`config.mk`:
```
export PLATFORM = sky130hd
export DESIGN_NAME = atm_account_server
export DESIGN_NICKNAME = d
export VERILOG_FILES = /design/src/rtl/atm_pkg.sv /design/src/rtl/atm_pin_guard.sv /design/src/rtl/atm_account_server.sv
export SDC_FILE = /design/constraint.sdc
export NUM_CORES = 1
export LEC_CHECK = 0
export BUFFER_PORTS_ARGS = -buffer_cell sky130_fd_sc_hd__buf_4
export CORE_MARGIN = 1.5
export CORE_UTILIZATION = 30
export DETAILED_ROUTE_END_ITERATION = 7
export PLACE_DENSITY = 0.58
export REMOVE_ABC_BUFFERS = 1
export SYNTH_ARGS = -nofsm -noshare
export SYNTH_HDL_FRONTEND = slang
export SYNTH_SLANG_ARGS = --single-unit
```
`constraint.sdc`:
```
create_clock -name clk -period 2.47 [get_ports clk]
set_input_delay 0.3705 -clock clk [delete_from_list [all_inputs] [get_ports clk]]
set_output_delay 0.3705 -clock clk [all_outputs]
set_load 0.02 [all_outputs]
```
`src/rtl/atm_pkg.sv`:
```
// Shared definitions for the ATM account server: operation codes, response codes,
// FSM state encoding and datapath widths.
package atm_pkg;

  localparam int unsigned BalW = 14;
  localparam int unsigned PinW = 16;
  localparam int unsigned FailCntW = 3;

  typedef enum logic [1:0] {
    OpPinCheck = 2'b00,
    OpWithdraw = 2'b01,
    OpBalance  = 2'b10,
    OpDeposit  = 2'b11
  } op_e;

  typedef enum logic [2:0] {
    RspOk       = 3'b000,
    RspBadPin   = 3'b001,
    RspNoAuth   = 3'b010,
    RspNoFunds  = 3'b011,
    RspLocked   = 3'b100,
    RspOverflow = 3'b101
  } rsp_code_e;

  typedef enum logic [2:0] {
    StIdle = 3'b000,
    StExec = 3'b001,
    StResp = 3'b010
  } state_e;

endpackage

```
`src/rtl/atm_pin_guard.sv`:
```
// PIN failure tracking: counts consecutive bad PINs, saturates at MAX_PIN_TRIES and
// raises a sticky lock that only reset clears.
// Ports: clk, rst_n (sync, active-low), check_en (one PIN evaluation this cycle),
//        pin_match (evaluated PIN was correct), locked (sticky), fail_cnt (current count).
module atm_pin_guard
  import atm_pkg::*;
#(
  parameter int unsigned MAX_PIN_TRIES = 3
) (
  input  logic                clk,
  input  logic                rst_n,
  input  logic                check_en,
  input  logic                pin_match,
  output logic                locked,
  output logic [FailCntW-1:0] fail_cnt
);

  localparam logic [FailCntW-1:0] MaxCnt = FailCntW'(MAX_PIN_TRIES);

  logic [FailCntW-1:0] fail_cnt_q, fail_cnt_d;
  logic                locked_q, locked_d;

  always_comb begin
    fail_cnt_d = fail_cnt_q;
    locked_d   = locked_q;
    if (check_en) begin
      if (pin_match) begin
        fail_cnt_d = '0;
      end else begin
        if (fail_cnt_q != MaxCnt) fail_cnt_d = fail_cnt_q + 1'b1;
        if (fail_cnt_d == MaxCnt) locked_d = 1'b1;
      end
    end
  end

  always_ff @(posedge clk) begin
    if (!rst_n) begin
      fail_cnt_q <= '0;
      locked_q   <= 1'b0;
    end else begin
      fail_cnt_q <= fail_cnt_d;
      locked_q   <= locked_d;
    end
  end

  assign locked   = locked_q;
  assign fail_cnt = fail_cnt_q;

endmodule

```
`src/rtl/atm_account_server.sv`:
```
// Account-side responder for the ATM front-end. Accepts PIN check / withdraw / balance /
// deposit requests on a valid/ready channel and returns a registered accept/deny response.
// Ports: clk, rst_n (sync, active-low), cancel (ends session), req_valid/req_ready/req_op/
//        req_pin/req_amount (request channel), rsp_valid/rsp_ready/rsp_ok/rsp_code/
//        rsp_balance (response channel), locked (sticky lockout), state_display (FSM code).
module atm_account_server
  import atm_pkg::*;
#(
  parameter logic [PinW-1:0] ACCOUNT_PIN   = 16'h5612,
  parameter logic [BalW-1:0] INIT_BALANCE  = 14'd4000,
  parameter int unsigned     MAX_PIN_TRIES = 3
) (
  input  logic            clk,
  input  logic            rst_n,
  input  logic            cancel,
  input  logic            req_valid,
  output logic            req_ready,
  input  logic [1:0]      req_op,
  input  logic [PinW-1:0] req_pin,
  input  logic [BalW-1:0] req_amount,
  output logic            rsp_valid,
  input  logic            rsp_ready,
  output logic            rsp_ok,
  output logic [2:0]      rsp_code,
  output logic [BalW-1:0] rsp_balance,
  output logic            locked,
  output logic [2:0]      state_display
);

  state_e          state_q, state_d;
  op_e             op_q;
  logic [PinW-1:0] pin_q;
  logic [BalW-1:0] amount_q;
  logic [BalW-1:0] balance_q, balance_d;
  logic            auth_q, auth_d;
  logic            rsp_valid_q, rsp_valid_d;
  logic            rsp_ok_q, rsp_ok_d;
  rsp_code_e       rsp_code_q, rsp_code_d;
  logic [BalW-1:0] rsp_balance_q, rsp_balance_d;

  logic                accept;
  logic                pin_match;
  logic                check_en;
  logic [FailCntW-1:0] fail_cnt;
  logic [BalW:0]       sum;

  assign req_ready = (state_q == StIdle) && rst_n;
  assign accept    = req_valid && req_ready;
  assign pin_match = (pin_q == ACCOUNT_PIN);
  // A locked account never evaluates the PIN, so the counter freezes at its limit.
  assign check_en  = (state_q == StExec) && (op_q == OpPinCheck) && !locked;
  assign sum       = {1'b0, balance_q} + {1'b0, amount_q};

  atm_pin_guard #(
    .MAX_PIN_TRIES(MAX_PIN_TRIES)
  ) u_pin_guard (
    .clk      (clk),
    .rst_n    (rst_n),
    .check_en (check_en),
    .pin_match(pin_match),
    .locked   (locked),
    .fail_cnt (fail_cnt)
  );

  always_comb begin
    state_d       = state_q;
    balance_d     = balance_q;
    auth_d        = auth_q;
    rsp_valid_d   = rsp_valid_q;
    rsp_ok_d      = rsp_ok_q;
    rsp_code_d    = rsp_code_q;
    rsp_balance_d = rsp_balance_q;
    case (state_q)
      StIdle: begin
        if (accept) state_d = StExec;
      end
      StExec: begin
        state_d     = StResp;
        rsp_valid_d = 1'b1;
        rsp_ok_d    = 1'b0;
        if (locked) begin
          rsp_code_d = RspLocked;
        end else if (op_q == OpPinCheck) begin
          auth_d = pin_match;
          if (pin_match) begin
            rsp_ok_d   = 1'b1;
            rsp_code_d = RspOk;
          end else begin
            rsp_code_d = RspBadPin;
          end
        end else if (!auth_q) begin
          rsp_code_d = RspNoAuth;
        end else begin
          rsp_ok_d   = 1'b1;
          rsp_code_d = RspOk;
          unique case (op_q)
            OpWithdraw: begin
              if (amount_q > balance_q) begin
                rsp_ok_d   = 1'b0;
                rsp_code_d = RspNoFunds;
              end else begin
                balance_d = balance_q - amount_q;
                auth_d    = 1'b0;  // one withdrawal per session
              end
            end
            OpDeposit: begin
              if (sum[BalW]) begin
                rsp_ok_d   = 1'b0;
                rsp_code_d = RspOverflow;
              end else begin
                balance_d = sum[BalW-1:0];
              end
            end
            default: ;  // balance query: no state change
          endcase
        end
        rsp_balance_d = balance_d;
      end
      StResp: begin
        if (rsp_ready) begin
          rsp_valid_d = 1'b0;
          state_d     = StIdle;
        end
      end
      default: begin
        state_d     = StIdle;
        rsp_valid_d = 1'b0;
      end
    endcase
    // Cancel overrides any auth update in the same cycle.
    if (cancel) auth_d = 1'b0;
  end

  always_ff @(posedge clk) begin
    if (!rst_n) begin
      state_q       <= StIdle;
      op_q          <= OpPinCheck;
      pin_q         <= '0;
      amount_q      <= '0;
      balance_q     <= INIT_BALANCE;
      auth_q        <= 1'b0;
      rsp_valid_q   <= 1'b0;
      rsp_ok_q      <= 1'b0;
      rsp_code_q    <= RspOk;
      rsp_balance_q <= INIT_BALANCE;
    end else begin
      state_q       <= state_d;
      balance_q     <= balance_d;
      auth_q        <= auth_d;
      rsp_valid_q   <= rsp_valid_d;
      rsp_ok_q      <= rsp_ok_d;
      rsp_code_q    <= rsp_code_d;
      rsp_balance_q <= rsp_balance_d;
      if (accept) begin
        op_q     <= op_e'(req_op);
        pin_q    <= req_pin;
        amount_q <= req_amount;
      end
    end
  end

  assign rsp_valid     = rsp_valid_q;
  assign rsp_ok        = rsp_ok_q;
  assign rsp_code      = rsp_code_q;
  assign rsp_balance   = rsp_balance_q;
  assign state_display = state_q;

  // The lock is set exactly when the failure count reaches its limit, and stays in step.
  lock_tracks_count: assert property (@(posedge clk) disable iff (!rst_n)
    (fail_cnt <= FailCntW'(MAX_PIN_TRIES)) &&
    (locked == (fail_cnt == FailCntW'(MAX_PIN_TRIES))));

endmodule
```
==> flow_metrics.py, run 1 <==
metrics = {
    "outcome": {
        "run_status": "finished clean",
    },
    "setup_path": {
        "arrival_time_reported_for_the_critical_path_endpoint_ns": 2.66,
        "start_kind": "flop",
        "worst_flop_to_flop_path_endpoint": "rsp_balance[11]",
        "reg2regPathDepth": 10,
        "critical-path-max-stage-delay_ns": 0.49,
        "worst-path-max-fanout": 3,
        "worst_setup_path_type": "reg2reg",
        "critPathTopFamily": "compound AO/OA/AOI/OAI gates",
        "worst_setup_path_end_kind": "flop",
        "critical_path_required_ns": 2.67,
        "cp_cell_sequence": "inv_1, ha_1, nor2b_2, o2111ai_2, a311oi_2, buf_4, o41ai_1, o21ai_0, xnor2_1, a2bb2oi_1",
        "r2r_setup_slack_ns": 0.01,
        "regToRegStartpoint": "amount_q[1]",
        "timing.critical_path.buf_inv": 2,
        "crit_slowest_cell": "sky130_fd_sc_hd__a311oi_2",
    },
    "floorplanning": {
        "initial_utilization_pct": 30.81,
        "die-width_um": 114.3,
        "floorplan.rows": 40,
        "core_region_area_sq_um": 12060,
        "io_pins": 61,
        "die_height_um": 114.3,
        "floorplan.die_area_sq_um": 13060,
    },
    "synthesis": {
        "synth_cell_types": 70,
        "post_synth_inst_count": 473,
        "ys_async_sr_fraction_pct": 0,
        "yosys_warnings": 0,
        "synth_edf_count": 0,
        "post_synth_instance_area_sq_um": 3716,
        "synth.cells.most_frequent": "sky130_fd_sc_hd__nand2_1 (74), sky130_fd_sc_hd__a21oi_1 (60), sky130_fd_sc_hd__dfxtp_1 (58), sky130_fd_sc_hd__inv_1 (33), sky130_fd_sc_hd__ha_1 (29)",
        "syn_area_per_cell_sq_um": 7.856,
        "synth.area.top_cells": "sky130_fd_sc_hd__dfxtp_1 (31%), sky130_fd_sc_hd__ha_1 (9.8%), sky130_fd_sc_hd__a21oi_1 (8.1%)",
        "ys_dominant_reg_cell": "sky130_fd_sc_hd__dfxtp_1",
        "post-synth-top-count-cell": "sky130_fd_sc_hd__nand2_1",
        "synth_largest_area_cell": "sky130_fd_sc_hd__dfxtp_1",
        "ys_seq_area_share_pct": 31.25,
        "ys_seq_elements": 58,
        "synthDominantCellAreaShare_pct": 31.25,
    },
    "place": {
        "dpl_cell_area_sq_um": 4624,
        "port_buffers": 59,
        "numPlacedInstances": 721,
        "dp_hpwl_um": 7972,
        "place.gp.congestion": 0.8577,
    },
    "global_routing": {
        "grtUsageTotal_pct": 16.56,
        "global_route_wire_length_before_repair_um": 17220,
        "grt_antenna_before_repair": 0,
        "grt_max_degree": 52,
        "grt-ovfl-total": 0,
        "first_global_vias": 3634,
    },
    "timing": {
        "timing_max_transition_violations_final": 0,
        "final.min_clock_period_ns": 2.460,
        "setup_viol": 0,
        "final.hold.worst_slack_ns": 0.2000,
        "timing.max_slew.rel_slack_pct": 61.68,
        "clock.fmax_mhz": 406.5,
        "timing_worst_slew_pin_value_ns": 0.5704,
        "grt_setup_unrepaired": "yes",
        "finalHoldViolations": 0,
        "finClkSkew_ns": 0.003822,
        "min_period_over_period_pct": 99.59,
    },
    "pwr": {
        "power_leakage_nw": 2.087,
        "cellPowerDensity_nw_per_um2": 526.3,
        "p_switching_mw": 0.6794,
        "pwr-share-seq_pct": 36.6,
        "internal_power_mw": 2.037,
        "share_clk_of_total_power_pct": 47.6,
        "pwr-share-comb_pct": 15.8,
        "p_sw_share_pct": 25.01,
        "total_power_mw": 2.716,
        "irDropWorstVdd_uv": 443.1,
    },
    "worst_hold_path": {
        "hold_class": "in2reg",
        "worst_hold_path.num_cells": 2,
        "hold_start": "cancel",
        "timing.hold.worst_endpoint": "auth_q",
    },
    "route": {
        "drt_pass1_iterations": 4,
        "number_of_nets_still_failing_antenna_checks_after_routing": 0,
        "drtIter0Drc": 200,
        "wirelength_um": 10820,
        "drc_errors": 0,
        "wire_per_inst_um": 14.57,
        "vias": 3678,
        "via_per_inst": 4.950,
    },
    "clock_tree": {
        "cts.sinks": 58,
        "cts-buffers-inserted": 9,
        "clock_tree_from_tritoncts": "done",
        "cts.clk_slew.worst_paths_ns": 0.05,
        "max-clock-path-buffers": 2,
        "cts-htree-levels": 3,
        "cts_root_buf": "sky130_fd_sc_hd__clkbuf_16",
        "clk_latency_ns": 0.32,
    },
    "finish": {
        "antenna-diode-count": 0,
        "final_area_sq_um": 5161,
        "synthToLayoutAreaGrowth_pct": 38.89,
        "post-route-util_pct": 42.79,
        "layoutNonFillerInstCount": 743,
        "nNetsFinal": 639,
        "layout-drive-gt1-share_pct": 31.65,
    },
    "flow_run": {
        "max-cap-violations": 0,
    },
}
-- flip-flops by register name, summed over array words and instances (netlist names) --
name                  cells
rsp_valid                 1
rsp_code                  3
u_pin_guard.locked        1
pin_q                    16
rsp_balance              14
amount_q                 14
state_display             2
op_q                      2
u_pin_guard.fail_cnt      3
auth_q                    1
rsp_ok                    1
-- placed cells by master (no fill, tap or decap), types with 4 or more instances in the layout --
master                      instances
sky130_fd_sc_hd__a211oi_2           4
sky130_fd_sc_hd__a21oi_1           58
sky130_fd_sc_hd__a221oi_1           4
sky130_fd_sc_hd__a31oi_1            4
sky130_fd_sc_hd__and3_1             4
sky130_fd_sc_hd__buf_4            110
sky130_fd_sc_hd__clkbuf_16         10
sky130_fd_sc_hd__dfxtp_1           54
sky130_fd_sc_hd__ha_1              23
sky130_fd_sc_hd__inv_1             31
sky130_fd_sc_hd__inv_2              4
sky130_fd_sc_hd__nand2_1           74
sky130_fd_sc_hd__nand2b_1           9
sky130_fd_sc_hd__nand3_1           10
sky130_fd_sc_hd__nor2_1            19
sky130_fd_sc_hd__nor3_1            13
sky130_fd_sc_hd__o21a_1             4
sky130_fd_sc_hd__o21ai_0           15
sky130_fd_sc_hd__o21ai_1            9
sky130_fd_sc_hd__or2_2              4
sky130_fd_sc_hd__xnor2_1           11
-- area by class of cell --
cell class	count	area, sq um
Clock inverter	6	82.58
Timing Repair Buffer	114	902.1
Sequential cell	58	1171
Multi-Input combinational cell	353	2439
Inverter	35	131.4
Clock buffer	9	225.2
Fill cell	1237	6900
Tap cell	168	210.2
-- stage by stage --
step | setup slack (ns) | TNS [ns]
finish | 0.01022 | 0
CTS | 0.002564 | 0
floorplan | -0.09316 | -3.429
global route | -0.07867 | -0.4696
global placement | -0.06332 | -0.2471
detailed placement | -0.1577 | -1.322
-- logic make-up (layout without fill, tap and decap cells) --
| kind of cell | Yosys count | in the layout | share of synthesized area [%] |
|---|---|---|---|
| simple gates | 162 | 162 | 21.08 |
| compound gates | 146 | 146 | 26.57 |
| buf+inv | 62 | 164 | 7.037 |
| flops | 58 | 58 | 31.25 |
| fa+ha+maj | 31 | 31 | 10.84 |
| xor+xnor | 12 | 12 | 2.828 |
| other cells | 1 | 1 | 0.1009 |
| mux | 1 | 1 | 0.3030 |
-- metal layers --
| layer | GRT usage (%) | vias to the layer above | wire, um |
|---|---|---|---|
| li1 | - | 1860 | - |
| met1 | 21.76 | 1694 | 5087 |
| met5 | 0 | - | 0 |
| met2 | 26.59 | 99 | 4992 |
| met4 | 8.500 | 0 | 377 |
| met3 | 2.276 | 25 | 366 |
-- worst max-delay path by stage --
stage / start / to / slack, ns / depth (start not counted)
after detailed placement: rsp_balance[0] / rsp_balance[8] / -0.16 / 10
after global routing: amount_q[2] / rsp_balance[11] / -0.08 / 11
after global placement: amount_q[4] / rsp_balance[13] / -0.06 / 9
after CTS: rsp_balance[1] / rsp_balance[0] / 0.003 / 10
final: amount_q[1] / rsp_balance[11] / 0.01 / 10
after floorplan: rsp_balance[0] / rsp_balance[0] / -0.09 / 10
-- power groups by stage --
stage                     sequential [mW]  clock, mW  combinational [mW]
after floorplan                      1.01          0               0.227
after global placement               1.01          0               0.395
after detailed placement             1.01          0               0.399
after CTS                           0.994       1.31               0.414
after global routing                0.996       1.35               0.473
final                               0.993       1.29               0.430
-- worst register-to-register path, stage by stage (launching register included) --
cell	delay (ns)
sky130_fd_sc_hd__dfxtp_1	0.32
sky130_fd_sc_hd__inv_1	0.07
sky130_fd_sc_hd__ha_1	0.32
sky130_fd_sc_hd__nor2b_2	0.19
sky130_fd_sc_hd__o2111ai_2	0.17
sky130_fd_sc_hd__a311oi_2	0.49
sky130_fd_sc_hd__buf_4	0.19
sky130_fd_sc_hd__o41ai_1	0.07
sky130_fd_sc_hd__o21ai_0	0.28
sky130_fd_sc_hd__xnor2_1	0.17
sky130_fd_sc_hd__a2bb2oi_1	0.08
-- timing repair --
item	4_1_cts	5_1_grt
buffers inserted	2	4
gates resized for setup	12	28
gates cloned	0	1
hold buffers	0	0
setup endpoints to repair	18	16
pin swaps	7	12
No activity file was read; power rests on OpenSTA's default activity.
==> run 2, diff against run 1 <==
CAP_MARGIN = 0   (was unset)
CORE_UTILIZATION = 45   (was 30)
PLACE_DENSITY = 0.77   (was 0.58)
==> run 2 against run 1 <==
Against the previous run:
- the run now ends with setup timing left
- routed wire length fell by 2.3%
- total power shrank 8.9%
- via count rose by 2.5%
- clock-buffer cell count up 2
- utilization rose by 19 points
- maximum frequency down 4.2%
- sequential power about the same
- register-to-register slack lost 0.11 ns
- worst hold slack worse by 0.019 ns
- critical path type unchanged
==> flow_metrics.py, run 2 (synthesized netlist as in run 1, its figures left out) <==
metrics = {
    "pwr": {
        "power_leakage_nw": 1.972,
        "pwr-share-comb_pct": 17.2,
        "irDropWorstVdd_uv": 514.0,
        "total_power_mw": 2.475,
        "p_switching_mw": 0.6450,
        "cellPowerDensity_nw_per_um2": 508.2,
        "share_clk_of_total_power_pct": 42.6,
        "p_sw_share_pct": 26.06,
        "internal_power_mw": 1.830,
        "pwr-share-seq_pct": 40.1,
    },
    "global_routing": {
        "grt_max_degree": 52,
        "first_global_vias": 3664,
        "grt_antenna_before_repair": 0,
        "global_route_wire_length_before_repair_um": 16630,
        "grtUsageTotal_pct": 23.97,
        "grt-ovfl-total": 0,
    },
    "timing": {
        "timing.max_slew.rel_slack_pct": 60.96,
        "min_period_over_period_pct": 103.9,
        "timing_max_transition_violations_final": 0,
        "clock.fmax_mhz": 389.5,
        "final_critical_path_setup_slack_ns": -0.09739,
        "final.min_clock_period_ns": 2.567,
        "setup_tns_ns": -0.6355,
        "setup_viol": 10,
        "final.hold.worst_slack_ns": 0.1814,
        "finalHoldViolations": 0,
        "grt_setup_unrepaired": "yes",
        "timing_worst_slew_pin_value_ns": 0.5842,
        "finClkSkew_ns": 0.01119,
    },
    "route": {
        "wirelength_um": 10580,
        "drtIter0Drc": 287,
        "drc_errors": 0,
        "vias": 3770,
        "drt_pass1_iterations": 5,
        "wire_per_inst_um": 15.93,
        "via_per_inst": 5.678,
        "number_of_nets_still_failing_antenna_checks_after_routing": 0,
    },
    "setup_path": {
        "start_kind": "flop",
        "critical-path-max-stage-delay_ns": 0.37,
        "worst_setup_path_type": "reg2reg",
        "critical_path_required_ns": 2.68,
        "worst-path-max-fanout": 7,
        "arrival_time_reported_for_the_critical_path_endpoint_ns": 2.77,
        "reg2regPathDepth": 12,
        "worst_setup_path_end_kind": "flop",
        "cp_cell_sequence": "buf_6, ha_4, inv_2, fa_2, nor2_2, o311a_1, o211a_1, o21ai_4, a31oi_4, buf_12, nor2_4, a211oi_2",
        "crit_slowest_cell": "sky130_fd_sc_hd__o311a_1",
    },
    "place": {
        "dpl_cell_area_sq_um": 4442,
        "dp_hpwl_um": 7400,
        "place.gp.congestion": 0.8902,
        "port_buffers": 59,
        "numPlacedInstances": 640,
        "placement.setup.worst_slack_ns": -0.1324,
    },
    "clock_tree": {
        "clk_latency_ns": 0.34,
        "cts-buffers-inserted": 9,
        "cts-htree-levels": 3,
        "clock_tree_from_tritoncts": "done",
        "postCtsHoldBufs": 0,
        "cts.clk_slew.worst_paths_ns": 0.07,
        "cts.sinks": 58,
        "max-clock-path-buffers": 2,
        "cts_root_buf": "sky130_fd_sc_hd__clkbuf_8",
    },
    "finish": {
        "antenna-diode-count": 0,
        "final_area_sq_um": 4871,
        "layout.cells.most_common": "sky130_fd_sc_hd__buf_4",
        "largest_register_ffs": 16,
        "layout-drive-gt1-share_pct": 28.11,
        "layoutNonFillerInstCount": 664,
        "synthToLayoutAreaGrowth_pct": 31.08,
        "layout.cells.most_common_list": "sky130_fd_sc_hd__buf_4 (94), sky130_fd_sc_hd__nand2_1 (74), sky130_fd_sc_hd__a21oi_1 (58)",
        "post-route-util_pct": 62.07,
        "nNetsFinal": 625,
        "regMostFlops": "pin_q",
        "fillers": 653,
    },
    "floorplanning": {
        "initial_utilization_pct": 47.35,
        "die-width_um": 93.88,
        "io_pins": 61,
        "floorplan.die_area_sq_um": 8813,
        "die_height_um": 93.88,
        "core_region_area_sq_um": 7848,
        "floorplan.rows": 32,
    },
    "flow_run": {
        "max-cap-violations": 0,
    },
    "outcome": {
        "failed_checks": "setup timing",
        "run_status": "finished with violations",
    },
    "worst_hold_path": {
        "worst_hold_path.num_cells": 2,
        "hold_class": "in2reg",
    },
}
==> run 2: power by group through the flow <==
stage / sequential, mW / clock (mW) / combinational, mW
after floorplan: 1.01 / 0 / 0.227
after global placement: 1.01 / 0 / 0.375
after detailed placement: 1.01 / 0 / 0.385
after CTS: 0.992 / 1.06 / 0.406
after global routing: 0.997 / 1.10 / 0.463
final: 0.993 / 1.06 / 0.427
==> run 2: final cells by class <==
| cell class | instances | area [sq um] | area share [%] |
|---|---|---|---|
| clock buffers | 11 | 131.4 | 2.697 |
| clock inverters | 5 | 102.6 | 2.106 |
| inverters | 35 | 131.4 | 2.697 |
| multi-input cells | 354 | 2412 | 49.52 |
| flip-flops and latches | 58 | 1164 | 23.89 |
| well taps | 102 | 127.6 | 2.620 |
| repair buffers | 99 | 802.0 | 16.47 |
==> run 2: worst paths after layout <==
kind / start / endpoint / slack, ns
worst max-delay path: rsp_balance[0] / rsp_balance[0] / -0.1
worst min-delay path: cancel / auth_q / 0.18
worst max register to register: rsp_balance[0] / rsp_balance[0] / -0.1
worst min register to register: pin_q[9] / pin_q[9] / 0.45
==> run 2: timing repair <==
action,CTS,global route
setup buffers,5,2
gates resized for setup,12,14
cloned,0,2
hold endpoints to repair,0,0
setup endpoints to repair,17,19
pin swaps,7,17
==> run 2: layer usage <==
layer | vias to the layer above | GRT usage [%] | wire length, um
met4 | 0 | 13.31 | 384
li1 | 1829 | - | -
met2 | 140 | 41.79 | 5219
met5 | - | 0 | 0
met1 | 1763 | 28.51 | 4471
met3 | 38 | 2.670 | 501
==> run 2: critical path, delay by kind of cell (launching register included) <==
kind / cells / cell delay [ns]
adder cells (fa/ha/maj): 2 / 0.36
flip-flops: 1 / 0.34
AO/OA/AOI/OAI: 5 / 1.14
AND/OR/NAND/NOR: 2 / 0.25
buffers and inverters: 3 / 0.35
